**src/rtl/sgbus_pkg.sv**
```systemverilog
// Shared scatter/gather stream bus definitions: index helpers, lane-count
// type and the default narrow/wide stream structs used by the width converters.
package sgbus_pkg;

    localparam int unsigned DefMstWidth = 64;
    localparam int unsigned DefSlvWidth = 256;

    function automatic int unsigned idx_width(input int unsigned num_idx);
        return (num_idx > 32'd1) ? unsigned'($clog2(num_idx)) : 32'd1;
    endfunction

    // Lanes per wide beat; shared with stream_downsizer so both sides agree.
    function automatic int unsigned lanes_of(input int unsigned slv, input int unsigned mst);
        return (mst == 32'd0) ? 32'd0 : slv / mst;
    endfunction

    localparam int unsigned DefLaneNum  = lanes_of(DefSlvWidth, DefMstWidth);
    localparam int unsigned DefSelWidth = idx_width(DefLaneNum);

    typedef logic [DefSelWidth:0]   lane_cnt_t;
    typedef logic [DefMstWidth-1:0] narrow_data_t;
    typedef logic [DefSlvWidth-1:0] wide_data_t;

    typedef struct packed {
        narrow_data_t data;
    } narrow_payload_t;

    typedef struct packed {
        logic            tvalid;
        narrow_payload_t t;
    } narrow_req_t;

    typedef struct packed {
        wide_data_t data;
    } wide_payload_t;

    typedef struct packed {
        logic          tvalid;
        wide_payload_t t;
    } wide_req_t;

    typedef struct packed {
        logic tready;
    } stream_resp_t;

endpackage

```
**src/rtl/stream_upsizer.sv**
```systemverilog
// Packs narrow stream words into full-width beats, first word in the MSB slice,
// with explicit flush of partial beats and optional half-full intake throttling.
module stream_upsizer
    import sgbus_pkg::*;
#(
    parameter int unsigned SlvStreamWidth    = DefSlvWidth,
    parameter int unsigned MstStreamWidth    = DefMstWidth,
    parameter bit          UseHfBackpressure = 1'b1,
    parameter type         s_axis_req_t      = narrow_req_t,
    parameter type         s_axis_resp_t     = stream_resp_t,
    parameter type         m_axis_req_t      = wide_req_t,
    parameter type         m_axis_resp_t     = stream_resp_t,
    parameter type         s_axis_data_t     = narrow_data_t,
    localparam int unsigned LaneNum          = lanes_of(SlvStreamWidth, MstStreamWidth),
    localparam int unsigned SelWidth         = idx_width(LaneNum)
) (
    input  logic          clk,
    input  logic          reset,
    input  s_axis_req_t   s_axis_req,
    output s_axis_resp_t  s_axis_resp,
    output m_axis_req_t   m_axis_req,
    input  m_axis_resp_t  m_axis_resp,
    input  m_axis_resp_t  m_axis_hf_resp,
    input  logic          flush_i,
    output logic [SelWidth:0] m_lane_cnt
);

    localparam int unsigned LastLane = LaneNum - 32'd1;

    if (SlvStreamWidth % MstStreamWidth != 0) begin : g_width_check
        $fatal(1, "stream_upsizer: SlvStreamWidth must be a multiple of MstStreamWidth");
    end

    logic [SelWidth-1:0]       cnt_q, cnt_d;
    logic [SlvStreamWidth-1:0] acc_q, acc_d;
    logic [SlvStreamWidth-1:0] obuf_q, obuf_d;
    logic                      ovalid_q, ovalid_d;
    logic [SelWidth:0]         olanes_q, olanes_d;
    logic                      flush_pend_q, flush_pend_d;

    logic [SlvStreamWidth-1:0] acc_merged;
    logic [SelWidth:0]         fill;
    s_axis_data_t              word_in;
    logic                      obuf_free;
    logic                      last_lane;
    logic                      s_ready;
    logic                      accept;
    logic                      flush_req;

    // Intake qualification and the accumulator with this cycle's word merged in.
    always_comb begin
        word_in   = s_axis_req.t.data;
        obuf_free = !ovalid_q || m_axis_resp.tready;
        last_lane = (cnt_q == SelWidth'(LastLane));
        s_ready   = !reset && !flush_pend_q && (!last_lane || obuf_free)
                    && (!UseHfBackpressure || m_axis_hf_resp.tready);
        accept    = s_axis_req.tvalid && s_ready;
        flush_req = flush_i || flush_pend_q;
        fill      = {1'b0, cnt_q} + (SelWidth+1)'(accept);

        acc_merged = acc_q;
        for (int unsigned i = 0; i < LaneNum; i++) begin
            if (accept && (32'(cnt_q) == LastLane - i)) begin
                acc_merged[i*MstStreamWidth +: MstStreamWidth] = word_in;
            end
        end
    end

    // Beat completion, flush handling and output-register drain.
    always_comb begin
        cnt_d        = cnt_q;
        acc_d        = acc_q;
        obuf_d       = obuf_q;
        ovalid_d     = ovalid_q;
        olanes_d     = olanes_q;
        flush_pend_d = flush_pend_q;

        if (ovalid_q && m_axis_resp.tready) begin
            ovalid_d = 1'b0;
        end

        if (accept && last_lane) begin
            obuf_d       = acc_merged;
            olanes_d     = (SelWidth+1)'(LaneNum);
            ovalid_d     = 1'b1;
            cnt_d        = '0;
            acc_d        = '0;
            flush_pend_d = 1'b0;
        end else if (flush_req && (fill != '0)) begin
            if (obuf_free) begin
                obuf_d       = acc_merged;
                olanes_d     = fill;
                ovalid_d     = 1'b1;
                cnt_d        = '0;
                acc_d        = '0;
                flush_pend_d = 1'b0;
            end else begin
                acc_d        = acc_merged;
                cnt_d        = fill[SelWidth-1:0];
                flush_pend_d = 1'b1;
            end
        end else begin
            acc_d        = acc_merged;
            cnt_d        = fill[SelWidth-1:0];
            flush_pend_d = 1'b0;
        end
    end

    always_ff @(posedge clk or posedge reset) begin
        if (reset) begin
            cnt_q        <= '0;
            acc_q        <= '0;
            obuf_q       <= '0;
            ovalid_q     <= 1'b0;
            olanes_q     <= '0;
            flush_pend_q <= 1'b0;
        end else begin
            cnt_q        <= cnt_d;
            acc_q        <= acc_d;
            obuf_q       <= obuf_d;
            ovalid_q     <= ovalid_d;
            olanes_q     <= olanes_d;
            flush_pend_q <= flush_pend_d;
        end
    end

    always_comb begin
        s_axis_resp        = '0;
        s_axis_resp.tready = s_ready;
        m_axis_req         = '0;
        m_axis_req.tvalid  = ovalid_q;
        m_axis_req.t.data  = obuf_q;
        m_lane_cnt         = olanes_q;
    end

endmodule

```
**config.mk**
```make
export PLATFORM = sky130hd
export DESIGN_NAME = stream_upsizer
export DESIGN_NICKNAME = d
export VERILOG_FILES = /design/src/rtl/sgbus_pkg.sv /design/src/rtl/stream_upsizer.sv
export SDC_FILE = /design/constraint.sdc
export NUM_CORES = 1
export LEC_CHECK = 0
export ABC_AREA = 1
export BUFFER_PORTS_ARGS = -buffer_cell sky130_fd_sc_hd__buf_2
export CAP_MARGIN = 15
export CORE_ASPECT_RATIO = 2
export CORE_UTILIZATION = 35
export DETAILED_ROUTE_END_ITERATION = 12
export GPL_ROUTABILITY_DRIVEN = 1
export PLACE_DENSITY = 0.54
export SYNTH_ARGS = -nofsm -noshare
export SYNTH_HDL_FRONTEND = slang
export SYNTH_SLANG_ARGS = --single-unit
export TNS_END_PERCENT = 1
```
**constraint.sdc**
```tcl
create_clock -name clk -period 14.25 [get_ports clk]
set_input_delay 2.85 -clock clk [delete_from_list [all_inputs] [get_ports clk]]
set_output_delay 2.85 -clock clk [all_outputs]
set_load 0.01 [all_outputs]
```
==> reports/results.tsv, run 1 <==
stage	metric	value	unit
outcome	status	complete, no violations	
floorplanning	die_h	363.2	um
sta	tightest_slew	1205	ps
floorplanning	initial_utilization	0.3535	
grt	track_usage	0.2091	
finish	area_growth	16.07	%
setup_path	worstPathRequired	14750	ps
setup_path	slowest_stage	buf_4	
place	port_buffers	330	
grt	grt_pass1_wl	108400	um
clock_network	clk_latency	580	ps
floorplanning	die_x	182.6	um
logic_synthesis	synth_cell_types	27	
pwr	power_leakage	15.05	nW
sta	rsz0062_at_grt	no	
floorplanning	num_rows	132	
clock_network	path_clk_slew	60	ps
setup_path	critical_path_class	in2reg	
drt	via_per_inst	4.824	
floorplanning	die_area	66320	um2
sta	hold_viol	0	
floorplanning	ios	331	
setup_path	slowest_delay	930	ps
drt	vias	18930	
sta	fin_crit_sh	0.5510	
setup_path	cp-startpoint	reset	
setup_path	worstPathMaxFanout	111	
setup_path	arrival	8350	ps
place	place_hpwl	41040	um
logic_synthesis	synthTopCellsByArea	dfrtp_1 57%, nand2_1 17%, inv_1 5.4%, nand4_1 5.3%, nor2_1 4.3%	
floorplanning	design.core.area	64580	um2
finish	final_layout_size_suffix_gt1_frac	0.1474	
logic_synthesis	netlist_instances	2794	
place	place_area	24750	um2
drt	drc	0	
pwr	ir_drop	0.1328	mV
sta	fin_skew	14.75	ps
drt	drt_iter0_markers	1274	
logic_synthesis	synth_top_area_share	0.5689	
drt	drt_first_pass_iters	5	
clock_network	cts_buffers	49	
clock_network	tritoncts	yes	
logic_synthesis	yosysTopAreaCell	dfrtp_1	
grt	grt_max_degree	156	
logic_synthesis	synth-seq-cells	519	
sta	fin_crit	7852	ps
pwr	p_per_area	199.0	nW/um2
sta	setup_violations	0	
drt	finalWirelength	68590	um
finish	num-nets-final	3089	
logic_synthesis	syn-cell-area	22830	um2
place	place_congestion	0.7942	
finish	final_common_cell	nand2_1	
drt	route.detailed.wl_per_inst	17.48	um
setup_path	cp-start-kind	input port	
clock_network	hold_buffers	0	
clock_network	cts_setup_buffers	0	
sta	max_freq	127.4	MHz
sta	slew_headroom	0.1969	
grt	grt-ovfl-total	0	
drt	final_antenna_net_count	0	
logic_synthesis	avgSynthCellArea	8.171	um2
logic_synthesis	syn_nets	2866	
worst_hold_path	holdCritStartpoint	obuf_q[201]	
setup_path	timing.rr.start	cnt_q[1]	
logic_synthesis	seq_area_frac_synth	0.5689	
grt	antenna_found_initial	2	
clock_network	cts_buffer_depth	3	
clock_network	cts.sinks	519	
clock_network	cts_resized	0	
run	cap_violations	0	
setup_path	cp_cell_sequence	buf_2, inv_8, nand3_2, nor3b_1, ha_1, ha_1, nor2_1, nand2_1, nand3_4, nand2_8, buf_4, buf_4, nand3_1, nand2_1	
clock_network	root_buffer	clkbuf_16	
sta	setup_tns	0	ps
worst_hold_path	min_path_type	reg2reg	
finish	fin_area	26500	um2
sta	drv_slew	0	
logic_synthesis	yosysWarnings	0	
grt	grt_pass1_vias	18700	
setup_path	end_kind	flip-flop	
finish	final_cell_mix	1035 x nand2_1, 519 x dfrtp_1, 329 x buf_2	
clock_network	htree_levels	2	
logic make-up after synthesis:
kind of cell	synth area share
flops	0.5689
compound gates	0.01436
simple gates	0.3153
fa+ha+maj	0.001096
buf+inv	0.1003
cell usage after synthesis (all sizes together):
master,number
ha,2
buf,157
nor2,264
nand4,193
nor3b,1
nand2,1037
inv,332
or2,1
nand3,200
clkbuf,23
dfrtp,519
o21ai,64
o211ai,1
final timing paths:
check	slack, ps	endpoint	cells after the start
worst min register to register	470	obuf_q[201]	2
worst min-delay path	470	obuf_q[201]	2
min in group asynchronous	2410	obuf_q[137]	2
worst max register to register	8690	obuf_q[188]	13
max in group asynchronous	9390	obuf_q[102]	4
worst max-delay path	6400	obuf_q[188]	14
where the power goes:
part | switching, W | total (W) | internal [W]
Sequential | 0.000212 | 0.00213 | 0.00191
Clock | 0.000578 | 0.00140 | 0.000824
Combinational | 0.00124 | 0.00174 | 0.000508
Total | 0.00203 | 0.00527 | 0.00325
routing by layer:
metal / track usage / vias up / routed length, um
met4: 0.06756 / 2 / 1829
met5: 0 / - / 10
met3: 0.03475 / 98 / 3843
met2: 0.3682 / 526 / 34720
li1: - / 9089 / -
met1: 0.2581 / 9213 / 28190
area by class of cell:
class | count | area [um2]
Antenna cell | 1 | 2.502
Multi-Input combinational cell | 1763 | 7591
Tap cell | 871 | 1090
Inverter | 332 | 1262
Fill cell | 6661 | 38080
Sequential cell | 519 | 12990
Clock inverter | 17 | 266.5
Timing Repair Buffer | 352 | 1868
Clock buffer | 69 | 1431
through the flow:
stage	instances	power [W]	setup WS, ps	hold slack [ps]	util
after floorplan	2794	0.003294	1136	457.2	-
after global placement	3835	0.003882	5883	459.3	0.3833
after detailed placement	3835	0.003919	5746	460.8	0.3833
after CTS	3921	0.005350	6390	478.4	0.4096
after global routing	3924	0.005648	5875	495.9	0.4104
final	3924	0.005272	6398	470.1	0.4104
registers in the layout (all words and copies together) (netlist names):
| name | count |
|---|---|
| cnt_q | 2 |
| m_lane_cnt | 3 |
| obuf_q | 256 |
| ovalid_q | 1 |
| flush_pend_q | 1 |
| acc_q | 256 |
worst max-delay path: cells and delay by family:
kind	cells	cell delay, ps
adder cells (fa/ha/maj)	2	350
buffers and inverters	4	2410
AND/OR/NAND/NOR	8	2470
Power figures use the tool's default switching activity.
==> inputs of run 2 (changes only) <==
Clock period 14.25 ns to 8 ns, I/O delays scaled along.
==> run 2 against run 1 <==
Register-to-register slack worse by 5500 ps. Total power increased by 77%. Combinational power is 79% higher. Sequential share of layout area increased by 0.16 points. Final cell count about the same.
==> reports/results.tsv, run 2 (synthesis gave the netlist of run 1 again) <==
stage	metric	value	unit
worst_hold_path	min_path_type	reg2reg	
sta	rsz0062_at_grt	no	
grt	grt_max_degree	166	
sta	fin_skew	15.63	ps
clock_network	root_buffer	clkbuf_16	
clock_network	hold_buffers	0	
finish	area.sequential	12990	um2
drt	vias	18950	
finish	fillers	6679	
drt	final_antenna_net_count	0	
sta	setup_tns	0	ps
sta	slew_headroom	0.2118	
run	cap_violations	0	
sta	tightest_slew	1182	ps
clock_network	cts.sinks	519	
sta	fin_crit_sh	0.7148	
sta	max_freq	174.9	MHz
setup_path	worstPathMaxFanout	138	
pwr	power_leakage	14.99	nW
floorplanning	die_x	182.6	um
drt	drt_first_pass_iters	5	
floorplanning	die_h	363.2	um
floorplanning	ios	331	
clock_network	clk_latency	570	ps
setup_path	critPathTopFamily	simple AND/OR/NAND/NOR gates	
setup_path	slowest_delay	670	ps
finish	final_cell_mix	1035 x nand2_1, 519 x dfrtp_1, 329 x buf_2	
clock_network	cts_buffers	48	
drt	via_per_inst	4.831	
setup_path	slowest_stage	inv_8	
setup_path	cpMostUsedCell	nand2_1	
clock_network	tritoncts	yes	
setup_path	cp-start-kind	input port	
setup_path	worstPathRequired	8510	ps
place	place_congestion	0.7994	
setup_path	cp.buffers_inverters	4	
grt	antenna_found_initial	1	
finish	antenna_cells	0	
floorplanning	initial_utilization	0.3535	
floorplanning	num_rows	132	
place	place_hpwl	42260	um
drt	route.detailed.wl_per_inst	17.65	um
finish	num-nets-final	3086	
finish	final_layout_size_suffix_gt1_frac	0.1459	
setup_path	arrival	6220	ps
drt	drt_iter0_markers	1209	
setup_path	cp_cell_sequence	buf_2, inv_16, nand3_2, nor3b_1, ha_1, ha_1, nor2_1, nand2_1, nand3_4, nand2_8, inv_8, buf_4, nand2_1, nand2_1	
floorplanning	die_area	66320	um2
sta	hold_viol	0	
finish	area_growth	15.68	%
finish	utilization	0.4090	
place	port_buffers	330	
drt	drc	0	
drt	finalWirelength	69210	um
finish	final_common_cell	nand2_1	
floorplanning	design.core.area	64580	um2
sta	drv_slew	0	
setup_path	critical_path_class	in2reg	
finish	multi_input_area	7591	um2
sta	fin_crit	5718	ps
pwr	ir_drop	0.2535	mV
grt	grt_pass1_vias	18580	
clock_network	path_clk_slew	60	ps
clock_network	htree_levels	2	
sta	setup_violations	0	
setup_path	end_kind	flip-flop	
pwr	p_per_area	352.4	nW/um2
grt	grt-ovfl-total	0	
clock_network	cts_resized	0	
grt	track_usage	0.2100	
clock_network	cts_setup_buffers	0	
grt	grt_pass1_wl	108300	um
clock_network	cts_buffer_depth	3	
outcome	status	complete, no violations	
## run 2: cell count changes in the layout (fill, tap and decap cells not counted), moves of 2 or more
cell and delta:
clkbuf_8 -3, clkinvlp_4 +2, clkinv_2 -4, buf_4 -2, clkinv_4 +4, bufinv_16 -3
clkbuf_1 +4
## run 2: layout make-up
type                    count  area share
repair buffers            350     0.06988
flip-flops and latches    519      0.4918
multi-input cells        1763      0.2874
clock inverters            17    0.008338
well taps                 871     0.04126
clock buffers              70     0.05320
inverters                 332     0.04813
## run 2: routing by layer
metal,global-route usage,share of wire,vias up
met1,0.2592,0.41,9183
li1,-,-,9058
met3,0.03125,0.051,127
met2,0.3619,0.50,579
met4,0.09178,0.041,2
met5,0,0.00023,-
## run 2: path summary, 6_finish.rpt
path	start	endpoint	slack (ps)	cells after the start
worst min register to register	obuf_q[13]	obuf_q[13]	470	2
max in group asynchronous	reset	acc_q[107]	4110	5
worst min-delay path	obuf_q[13]	obuf_q[13]	470	2
worst max-delay path	reset	obuf_q[53]	2280	14
worst max register to register	cnt_q[0]	obuf_q[126]	3220	12
min in group asynchronous	reset	obuf_q[72]	1050	2
## run 2: power by group
part           internal (W)  switching, W  total [W]
Sequential          0.00341      0.000398    0.00381
Combinational      0.000904       0.00220    0.00311
Clock               0.00136       0.00103    0.00239
## run 2: stage by stage
step | hold WS [ps] | cell area (um2) | worst slack, ps | total power (W) | std cells
after floorplan | 457.2 | 22830 | 45.14 | 0.005865 | 2794
after global placement | 457.5 | 24770 | 1627 | 0.006926 | 3834
after detailed placement | 460.0 | 24790 | 1563 | 0.007001 | 3835
after CTS | 476.9 | 26410 | 2168 | 0.009439 | 3922
after global routing | 489.2 | 26410 | 1799 | 0.009964 | 3922
final | 475.0 | 26410 | 2282 | 0.009306 | 3922
## run 2: worst min-delay path: stages, from the launching register on
cell,delay (ps)
dfrtp_1,340
nand2_1,50
nand2_1,50
